`config.mk`:
```
export PLATFORM = sky130hd
export DESIGN_NAME = avg3x3_window_filter
export DESIGN_NICKNAME = d
export VERILOG_FILES = /design/src/rtl/avg3x3_window_filter.sv
export SDC_FILE = /design/constraint.sdc
export NUM_CORES = 1
export LEC_CHECK = 0
export CAP_MARGIN = 25
export CORE_MARGIN = 5
export CORE_UTILIZATION = 58
export DETAILED_ROUTE_END_ITERATION = 12
export PLACE_DENSITY = 0.78
export SYNTH_ARGS = -nofsm -noshare
export SYNTH_HDL_FRONTEND = slang
export SYNTH_SLANG_ARGS = --single-unit
```
`constraint.sdc`:
```
create_clock -name clk -period 5.2 [get_ports clk]
set_input_delay 1.56 -clock clk [delete_from_list [all_inputs] [get_ports clk]]
set_output_delay 1.56 -clock clk [all_outputs]
set_load 0.01 [all_outputs]
```
`src/rtl/avg3x3_window_filter.sv`:
```
// +-----------------------------------------------------------------------------+
// | Module      : avg3x3_window_filter                                          |
// | Description : Streaming 3x3 box (mean) filter. Column sums feed a 3-deep    |
// |               window whose sum is registered and divided by 9.              |
// |               Optional macro AVG_ROUND_EN selects round-half-up division.   |
// | Revision    : 1.0 - initial release                                         |
// +-----------------------------------------------------------------------------+
`default_nettype none

module avg3x3_window_filter #(
  parameter int PIXEL_WIDTH = 8,
  parameter int LINE_NUM    = 3,
  parameter int KX_WIDTH    = 3,
  parameter int IMAGE_WIDTH = 128
) (
  input  logic                            clk,
  input  logic                            arstn,
  input  logic [PIXEL_WIDTH*LINE_NUM-1:0] data_in,
  input  logic                            din_valid,
  output logic [PIXEL_WIDTH+3:0]          sum_out,
  output logic                            sum_valid,
  output logic [PIXEL_WIDTH-1:0]          data_out,
  output logic                            dout_valid
);

  localparam int c_csw = PIXEL_WIDTH + 2;
  localparam int c_ssw = PIXEL_WIDTH + 4;
  localparam int c_nw  = PIXEL_WIDTH + 5;
  localparam int c_cw  = $clog2(IMAGE_WIDTH);
  localparam logic [c_cw-1:0] c_col_last  = c_cw'(IMAGE_WIDTH - 1);
  localparam logic [c_cw-1:0] c_col_first = c_cw'(KX_WIDTH - 1);
`ifdef AVG_ROUND_EN
  localparam logic [c_nw-1:0] c_bias = c_nw'(4);
`else
  localparam logic [c_nw-1:0] c_bias = '0;
`endif

  logic [c_cw-1:0]        r_col;
  logic [c_csw-1:0]       r_csum;
  logic                   r_csum_vld;
  logic                   r_csum_cmp;
  logic [c_csw-1:0]       r_win [KX_WIDTH];
  logic                   r_win_vld;
  logic [c_ssw-1:0]       r_wsum;
  logic                   r_wsum_vld;

  logic [c_csw-1:0]       w_csum;
  logic [c_ssw-1:0]       w_wsum;
  logic                   w_complete;
  logic [c_nw-1:0]        w_num;
  logic [PIXEL_WIDTH-1:0] w_quot;

  always_comb begin
    w_csum = '0;
    for (int i = 0; i < LINE_NUM; i++) begin
      w_csum = w_csum + c_csw'(data_in[i*PIXEL_WIDTH +: PIXEL_WIDTH]);
    end
  end

  always_comb begin
    w_wsum = '0;
    for (int i = 0; i < KX_WIDTH; i++) begin
      w_wsum = w_wsum + c_ssw'(r_win[i]);
    end
  end

  // A window is complete once the current beat is at least the third of its line.
  assign w_complete = din_valid && (r_col >= c_col_first);
  assign w_num      = c_nw'(sum_out) + c_bias;
  assign w_quot     = PIXEL_WIDTH'(w_num / c_nw'(9));

  always_ff @(posedge clk or posedge arstn) begin
    if (arstn) begin
      r_col      <= '0;
      r_csum     <= '0;
      r_csum_vld <= 1'b0;
      r_csum_cmp <= 1'b0;
      for (int i = 0; i < KX_WIDTH; i++) begin
        r_win[i] <= '0;
      end
      r_win_vld  <= 1'b0;
      r_wsum     <= '0;
      r_wsum_vld <= 1'b0;
      sum_out    <= '0;
      sum_valid  <= 1'b0;
      data_out   <= '0;
      dout_valid <= 1'b0;
    end else begin
      r_csum_vld <= din_valid;
      r_csum_cmp <= w_complete;
      if (din_valid) begin
        r_csum <= w_csum;
        r_col  <= (r_col == c_col_last) ? '0 : r_col + c_cw'(1);
      end

      // The window only moves on valid beats so gaps leave it untouched.
      r_win_vld <= r_csum_vld && r_csum_cmp;
      if (r_csum_vld) begin
        for (int i = KX_WIDTH - 1; i > 0; i--) begin
          r_win[i] <= r_win[i-1];
        end
        r_win[0] <= r_csum;
      end

      r_wsum_vld <= r_win_vld;
      if (r_win_vld) begin
        r_wsum <= w_wsum;
      end

      sum_valid <= r_wsum_vld;
      if (r_wsum_vld) begin
        sum_out <= r_wsum;
      end

      dout_valid <= sum_valid;
      if (sum_valid) begin
        data_out <= w_quot;
      end
    end
  end

endmodule

`default_nettype wire

```
==> results of run 1 <==
==> registers in the layout, indices dropped and copies added, names as in the netlist <==
name,cells
r_csum_vld,1
r_wsum,12
r_wsum_vld,1
dout_valid,1
r_win_vld,1
sum_valid,1
r_csum,10
r_col,7
r_csum_cmp,1
r_win,30
data_out,8
sum_out,12
==> per-layer routing <==
| metal | GRT usage [%] | routed length, µm | vias up |
|---|---|---|---|
| li1 | - | - | 1945 |
| met1 | 24.66 | 4507 | 1931 |
| met2 | 35.38 | 5336 | 112 |
| met3 | 3.400 | 527 | 12 |
| met4 | 5.643 | 139 | 0 |
| met5 | 0 | 0 | - |
==> area by class of cell <==
class / count / area (µm²)
Clock buffer: 9 / 123.9
Clock inverter: 7 / 127.6
Fill cell: 689 / 2845
Inverter: 37 / 140.1
Multi-Input combinational cell: 369 / 3040
Sequential cell: 85 / 2131
Tap cell: 111 / 138.9
Timing Repair Buffer: 62 / 605.6
==> path summary, 6_finish.rpt <==
check	depth (start not counted)	start	slack, ns	to
max reg2reg	17	sum_out[11]	0.47	data_out[0]
max	17	sum_out[11]	0.47	data_out[0]
min	1	r_csum_cmp	0.47	r_win_vld
min reg2reg	1	r_csum_cmp	0.47	r_win_vld
max in group asynchronous	3	arstn	3.00	sum_out[10]
min in group asynchronous	2	arstn	1.45	r_win[10]
==> kinds of logic after synthesis <==
group / after synthesis / synth area share (%)
AO/OA/AOI/OAI: 138 / 17.99
XOR/XNOR: 22 / 3.575
adder cells (fa/ha/maj): 40 / 12.07
buffers and inverters: 62 / 4.829
flip-flops: 85 / 39.47
multiplexers: 53 / 11.03
AND/OR/NAND/NOR: 115 / 11.03
==> synth_stat cells, types with 4 or more instances <==
cell type / number / area share, %
mux2_2: 51 / 11
nand4_1: 4 / 0.46
o22ai_1: 5 / 0.58
xnor2_1: 16 / 2.6
buf_2: 4 / 0.37
a211oi_1: 4 / 0.56
o21bai_1: 11 / 1.5
nand2b_1: 6 / 0.70
a31oi_1: 8 / 0.93
ha_1: 20 / 4.6
a21oi_1: 31 / 2.9
clkbuf_1: 15 / 1.0
fa_1: 20 / 7.4
nor2b_1: 9 / 1.0
nor3_1: 5 / 0.46
nand3_1: 9 / 0.84
o211ai_1: 6 / 0.84
xor2_1: 6 / 0.98
nand2_1: 32 / 2.2
dfrtp_1: 85 / 39
nor2_1: 25 / 1.7
o21ai_0: 28 / 2.6
a22oi_1: 4 / 0.56
inv_1: 36 / 2.5
==> stage by stage <==
| step | std cells | worst slack, ns | cell area [µm²] | hold slack, ns |
|---|---|---|---|---|
| floorplan | 515 | 0.7127 | 5389 | 0.3519 |
| global placement | 658 | 0.4942 | 5956 | 0.4384 |
| detailed placement | 659 | 0.3015 | 5983 | 0.4446 |
| CTS | 675 | 0.2715 | 6235 | 0.4676 |
| global route | 680 | 0.01897 | 6307 | 0.4730 |
| finish | 680 | 0.4654 | 6307 | 0.4651 |
==> repair_timing <==
item / in CTS / in global routing
resized for setup: 0 / 10
endpoints found under the setup margin: 0 / 1
buffers inserted: 0 / 4
==> run summary, run 1 <==
Starting density of the core: 58.88%
WP data required: 5.47 ns
Crit path buf inv count: 0
Max Fclk: 0.2112 GHz
TNS Setup: 0 ns
Min-Delay Path Class: flop to flop
Drt wl/cell: 15.46 µm
CP max stage cell: dfrtp_1
Critical path type: flop to flop
IO Count: 49
Drt initial violations: 149
Period utilisation layout: 91.05%
Area grow syn2layout: 17.04%
Cells after synthesis: 515
Die Ht: 106.4 µm
Yosys warning count: 0
Dominant delay contributor by cell family on the critical path: compound AO/OA/AOI/OAI gates
Clk sink count: 85
Largest net degree at the start of global routing: 36
Least-Margin Pin Slew: 0.7356 ns
Synth Flop Type: dfrtp_1
Netlist Area Pre-Place: 5389 µm²
Clock Tree Buf Depth: 2
Cts hold-fix bufs: 0
Post-detail-place hpwl: 7758 µm
Post-synth EDFFs: 0
DRT antenna net count: 0
Seq cells post-synth: 85
Synth cell types: 70
Period minus WS final: 4.735 ns
Via/cell ratio: 5.882
Synth async-reset ratio: 100.0%
RSZ-0062 raised after global routing: no
CP Data Arrival Time: 5.00 ns
Status: finished clean
Commonest non-fill, non-tap cells in the layout: dfrtp_1 (82), mux2_2 (51), clkdlybuf4s50_1 (48)
Cell mode on critical path: o21ai_1
Initial antenna violation count: 0
Total grt overflow: 0
Port bufs: 48
Layout cells sized above 1: 17.75%
Largest stage delay, worst path: 0.48 ns
Drc violations: 0
Clock buffer count from CTS: 9
Hold Fails Final Rpt: 0
Mean Syn Cell Area: 10.46 µm²
Max-cap violations: 0
CP endpoint kind: flop
CTS tree: built
Final weighted congestion of routability-driven global placement: 0.8328
1st-pass router iterations: 5
Synthesized Nets: 582
Die area: 11320 µm²
Slew headroom: 50.81%
Nets: 631
Worst-path clk slew: 0.10 ns
H-tree lvl count: 3
GR Util All Layers: 19.83%
Row cnt: 35
Final setup viols: 0
Core box area: 9153 µm²
CTS root buf: clkbuf_8
Vias in the first global route: 4133
Vias: 4000
Startpoint Class: flop
Die W: 106.4 µm
Antenna Diode Count: 0
Commonest non-fill, non-tap cell in the layout: dfrtp_1
Final WL: 10510 µm
First-pass GRT wire length: 18430 µm
Register area share after synthesis: 39.47%
Skew final: 0.01025 ns
Critical Path, Cell by Cell: nand2b_1, a311o_1, a31oi_1, o21ai_1, a221o_1, nor3_4, nor4_1, or2_1, o31a_1, and2_4, o21ai_1, ha_1, nor2_1, a2111oi_1, a211oi_1, o311a_1, o31ai_2
Final Util: 68.91%
Clk_lat worst skew: 0.35 ns
Final Slew Violations: 0
Peak fanout along the critical path: 11
Power of run 1 is not shown: default switching activity piles up to over one toggle a cycle in this logic, so the estimate is an artifact.
==> inputs of run 2 (changes only) <==
Settings changed: ABC_AREA from default to 1, CORE_UTILIZATION 58 to 64, DONT_BUFFER_PORTS from default to 1.
==> run 2 against run 1 <==
Compared with the run above: final cell count grew 2.5%; wire length shrank 21%; critical path depth grew 18; first-iteration DRC count shrank 41%; die area shrank 14%; core utilization is essentially flat; via count shrank 8.2%; global-route usage shrank 1.2 points; count of clock-buffer cells in the layout grew 2; worst hold slack lost 0.023 ns; design area shrank 16%.
==> run summary, run 2 <==
Post-detail-place hpwl: 6359 µm (was 7758 µm)
Synth cell types: 34 (was 70)
Layout cells sized above 1: 11.26% (was 17.75%)
Cells after synthesis: 590 (was 515)
Initial antenna violation count: 0 (unchanged)
Skew final: 0.007441 ns (was 0.01025 ns)
Drt initial violations: 88 (was 149)
CTS root buf: clkbuf_8 (unchanged)
Drt wl/cell: 11.87 µm (was 15.46 µm)
Synth Flop Type: dfrtp_1 (unchanged)
Largest registers: r_win: 30 flops, r_wsum: 12 flops, sum_out: 12 flops (unchanged)
IO Count: 49 (unchanged)
Cts hold-fix bufs: 0 (unchanged)
Worst-path clk slew: 0.08 ns (was 0.10 ns)
Hold Fails Final Rpt: 0 (unchanged)
Peak fanout along the critical path: 6 (was 11)
Cell mode on critical path: nand2_1 (was o21ai_1)
Pre-CTS WS: 1.012 ns (was 0.3015 ns)
Final weighted congestion of routability-driven global placement: 0.7445 (was 0.8328)
CTS tree: built (unchanged)
H-tree lvl count: 3 (unchanged)
Final worst setup slack: 0.9631 ns (was 0.4654 ns)
Via/cell ratio: 5.268 (was 5.882)
Max reg flops: 30 (unchanged)
Final Slew Violations: 0 (unchanged)
Mean Syn Cell Area: 8.508 µm² (was 10.46 µm²)
Final cell count without fillers: 697 (was 680)
TNS Setup: 0 ns (unchanged)
Clock buffer count from CTS: 9 (unchanged)
Die area: 9715 µm² (was 11320 µm²)
Nets: 658 (was 631)
Period utilisation layout: 81.48% (was 91.05%)
Largest register by flop count: r_win (unchanged)
CP endpoint kind: flop (unchanged)
Min-Delay Path Class: flop to flop (unchanged)
Max Fclk: 0.2360 GHz (was 0.2112 GHz)
DRT antenna net count: 0 (unchanged)
Vias: 3672 (was 4000)
Clock Tree Buf Depth: 2 (unchanged)
Top-count cell post-synth: nand2_1 (was dfrtp_1)
Design Area, Final: 5294 µm² (was 6307 µm²)
Largest stage delay, worst path: 0.48 ns (about the same)
CP Data Arrival Time: 4.48 ns (was 5.00 ns)
Row cnt: 32 (was 35)
Yosys warning count: 0 (unchanged)
Critical path type: flop to flop (unchanged)
First-pass GRT wire length: 15120 µm (was 18430 µm)
Final setup viols: 0 (unchanged)
Commonest non-fill, non-tap cell in the layout: nand2_1 (was dfrtp_1)
Slew headroom: 38.27% (was 50.81%)
Post-synth EDFFs: 0 (unchanged)
Commonest non-fill, non-tap cells in the layout: nand2_1 (119), inv_1 (85), dfrtp_1 (85) (was dfrtp_1 (82), mux2_2 (51), clkdlybuf4s50_1 (48))
RSZ-0062 raised after global routing: no (unchanged)
CP max stage cell: dfrtp_1 (unchanged)
Synth area leader: dfrtp_1 (unchanged)
Core box area: 7687 µm² (was 9153 µm²)
Post-cts sizing count: 0 (unchanged)
Die W: 98.57 µm (was 106.4 µm)
1st-pass router iterations: 4 (was 5)
Placed cell count: 682 (was 659)
Vias in the first global route: 3645 (was 4133)
Least-Margin Pin Slew: 0.9249 ns (was 0.7356 ns)
Dpl cell area: 5119 µm² (was 5983 µm²)
Synth async-reset ratio: 100.0% (unchanged)
Post-CTS setup buffer count: 0 (unchanged)
Synth top area cells: dfrtp_1 (42%), nand2_1 (8.9%), fa_1 (8.0%) (was dfrtp_1 (39%), mux2_2 (11%), fa_1 (7.4%))
Clk_lat worst skew: 0.34 ns (was 0.35 ns)
Area grow syn2layout: 5.459% (was 17.04%)
Register area share after synthesis: 42.37% (was 39.47%)
Antenna Diode Count: 0 (unchanged)
Status: finished clean (unchanged)
Max-cap violations: 0 (unchanged)
Starting density of the core: 65.30% (was 58.88%)
Final WL: 8271 µm (was 10510 µm)
Synthesized Nets: 657 (was 582)
WP data required: 5.45 ns (was 5.47 ns)
Clk sink count: 85 (unchanged)
Synth top area share: 42.37% (was 39.47%)
Largest net degree at the start of global routing: 56 (was 36)
Port bufs: 0 (was 48)
GR Util All Layers: 18.63% (was 19.83%)
Startpoint Class: flop (unchanged)
Seq cells post-synth: 85 (unchanged)
Netlist Area Pre-Place: 5020 µm² (was 5389 µm²)
Most instantiated cells after synthesis: nand2_1 (119), inv_1 (86), dfrtp_1 (85) (was dfrtp_1 (85), mux2_2 (51), inv_1 (36))
Die Ht: 98.57 µm (was 106.4 µm)
Period minus WS final: 4.237 ns (was 4.735 ns)
Drc violations: 0 (unchanged)
Total grt overflow: 0 (unchanged)
[run 2: kinds of logic after synthesis]
kind of cell | after synthesis | synth area share (%)
buffers and inverters | 108 | 8.076
AO/OA/AOI/OAI | 90 | 9.871
AND/OR/NAND/NOR | 249 | 23.26
adder cells (fa/ha/maj) | 40 | 12.96
flip-flops | 85 | 42.37
multiplexers | 7 | 1.545
XOR/XNOR | 11 | 1.919
[run 2: final timing paths]
check                                start     endpoint  slack, ns  depth (start not counted)
worst min-delay path            r_csum_cmp    r_win_vld       0.44                          2
worst max-delay path            sum_out[9]  data_out[0]       0.96                         35
max in group asynchronous            arstn    r_win[24]       3.01                          2
worst min register to register  r_csum_cmp    r_win_vld       0.44                          2
min in group asynchronous            arstn   r_wsum[10]       1.27                          1
worst max register to register  sum_out[9]  data_out[0]       0.96                         35
[run 2: routing by layer]
layer	share of wire, %	global-route usage (%)	vias to the layer above
li1	-	-	1891
met1	45	22.92	1713
met2	50	32.66	57
met3	3.7	2.972	11
met4	1.5	7.773	0
met5	0	0	-
[run 2: final cells by class]
cell class	count	area (µm²)
clock buffers	11	151.4
clock inverters	4	23.77
fillers	603	2394
inverters	96	361.6
multi-input cells	397	2487
flip-flops and latches	85	2127
well taps	102	127.6
repair buffers	2	15.01
[run 2: worst max-delay path: cells and delay by family, from the launching register on]
kind	cells	cell delay, ns
buffers and inverters	6	0.43
AOI/OAI and AO/OA	2	0.41
adders and majority gates	1	0.18
DFF	1	0.48
xor gates and xnor gates	1	0.17
and+or+nand+nor	25	2.47
[run 2: per-stage QoR]
step | hold slack [ns] | utilization [%]
after floorplan | 0.4126 | -
after global placement | 0.4251 | 66.59
after detailed placement | 0.4255 | 66.59
after CTS | 0.4446 | 68.86
after global routing | 0.4695 | 68.86
final | 0.4420 | 68.86
Power of run 2 is left out for the same reason.
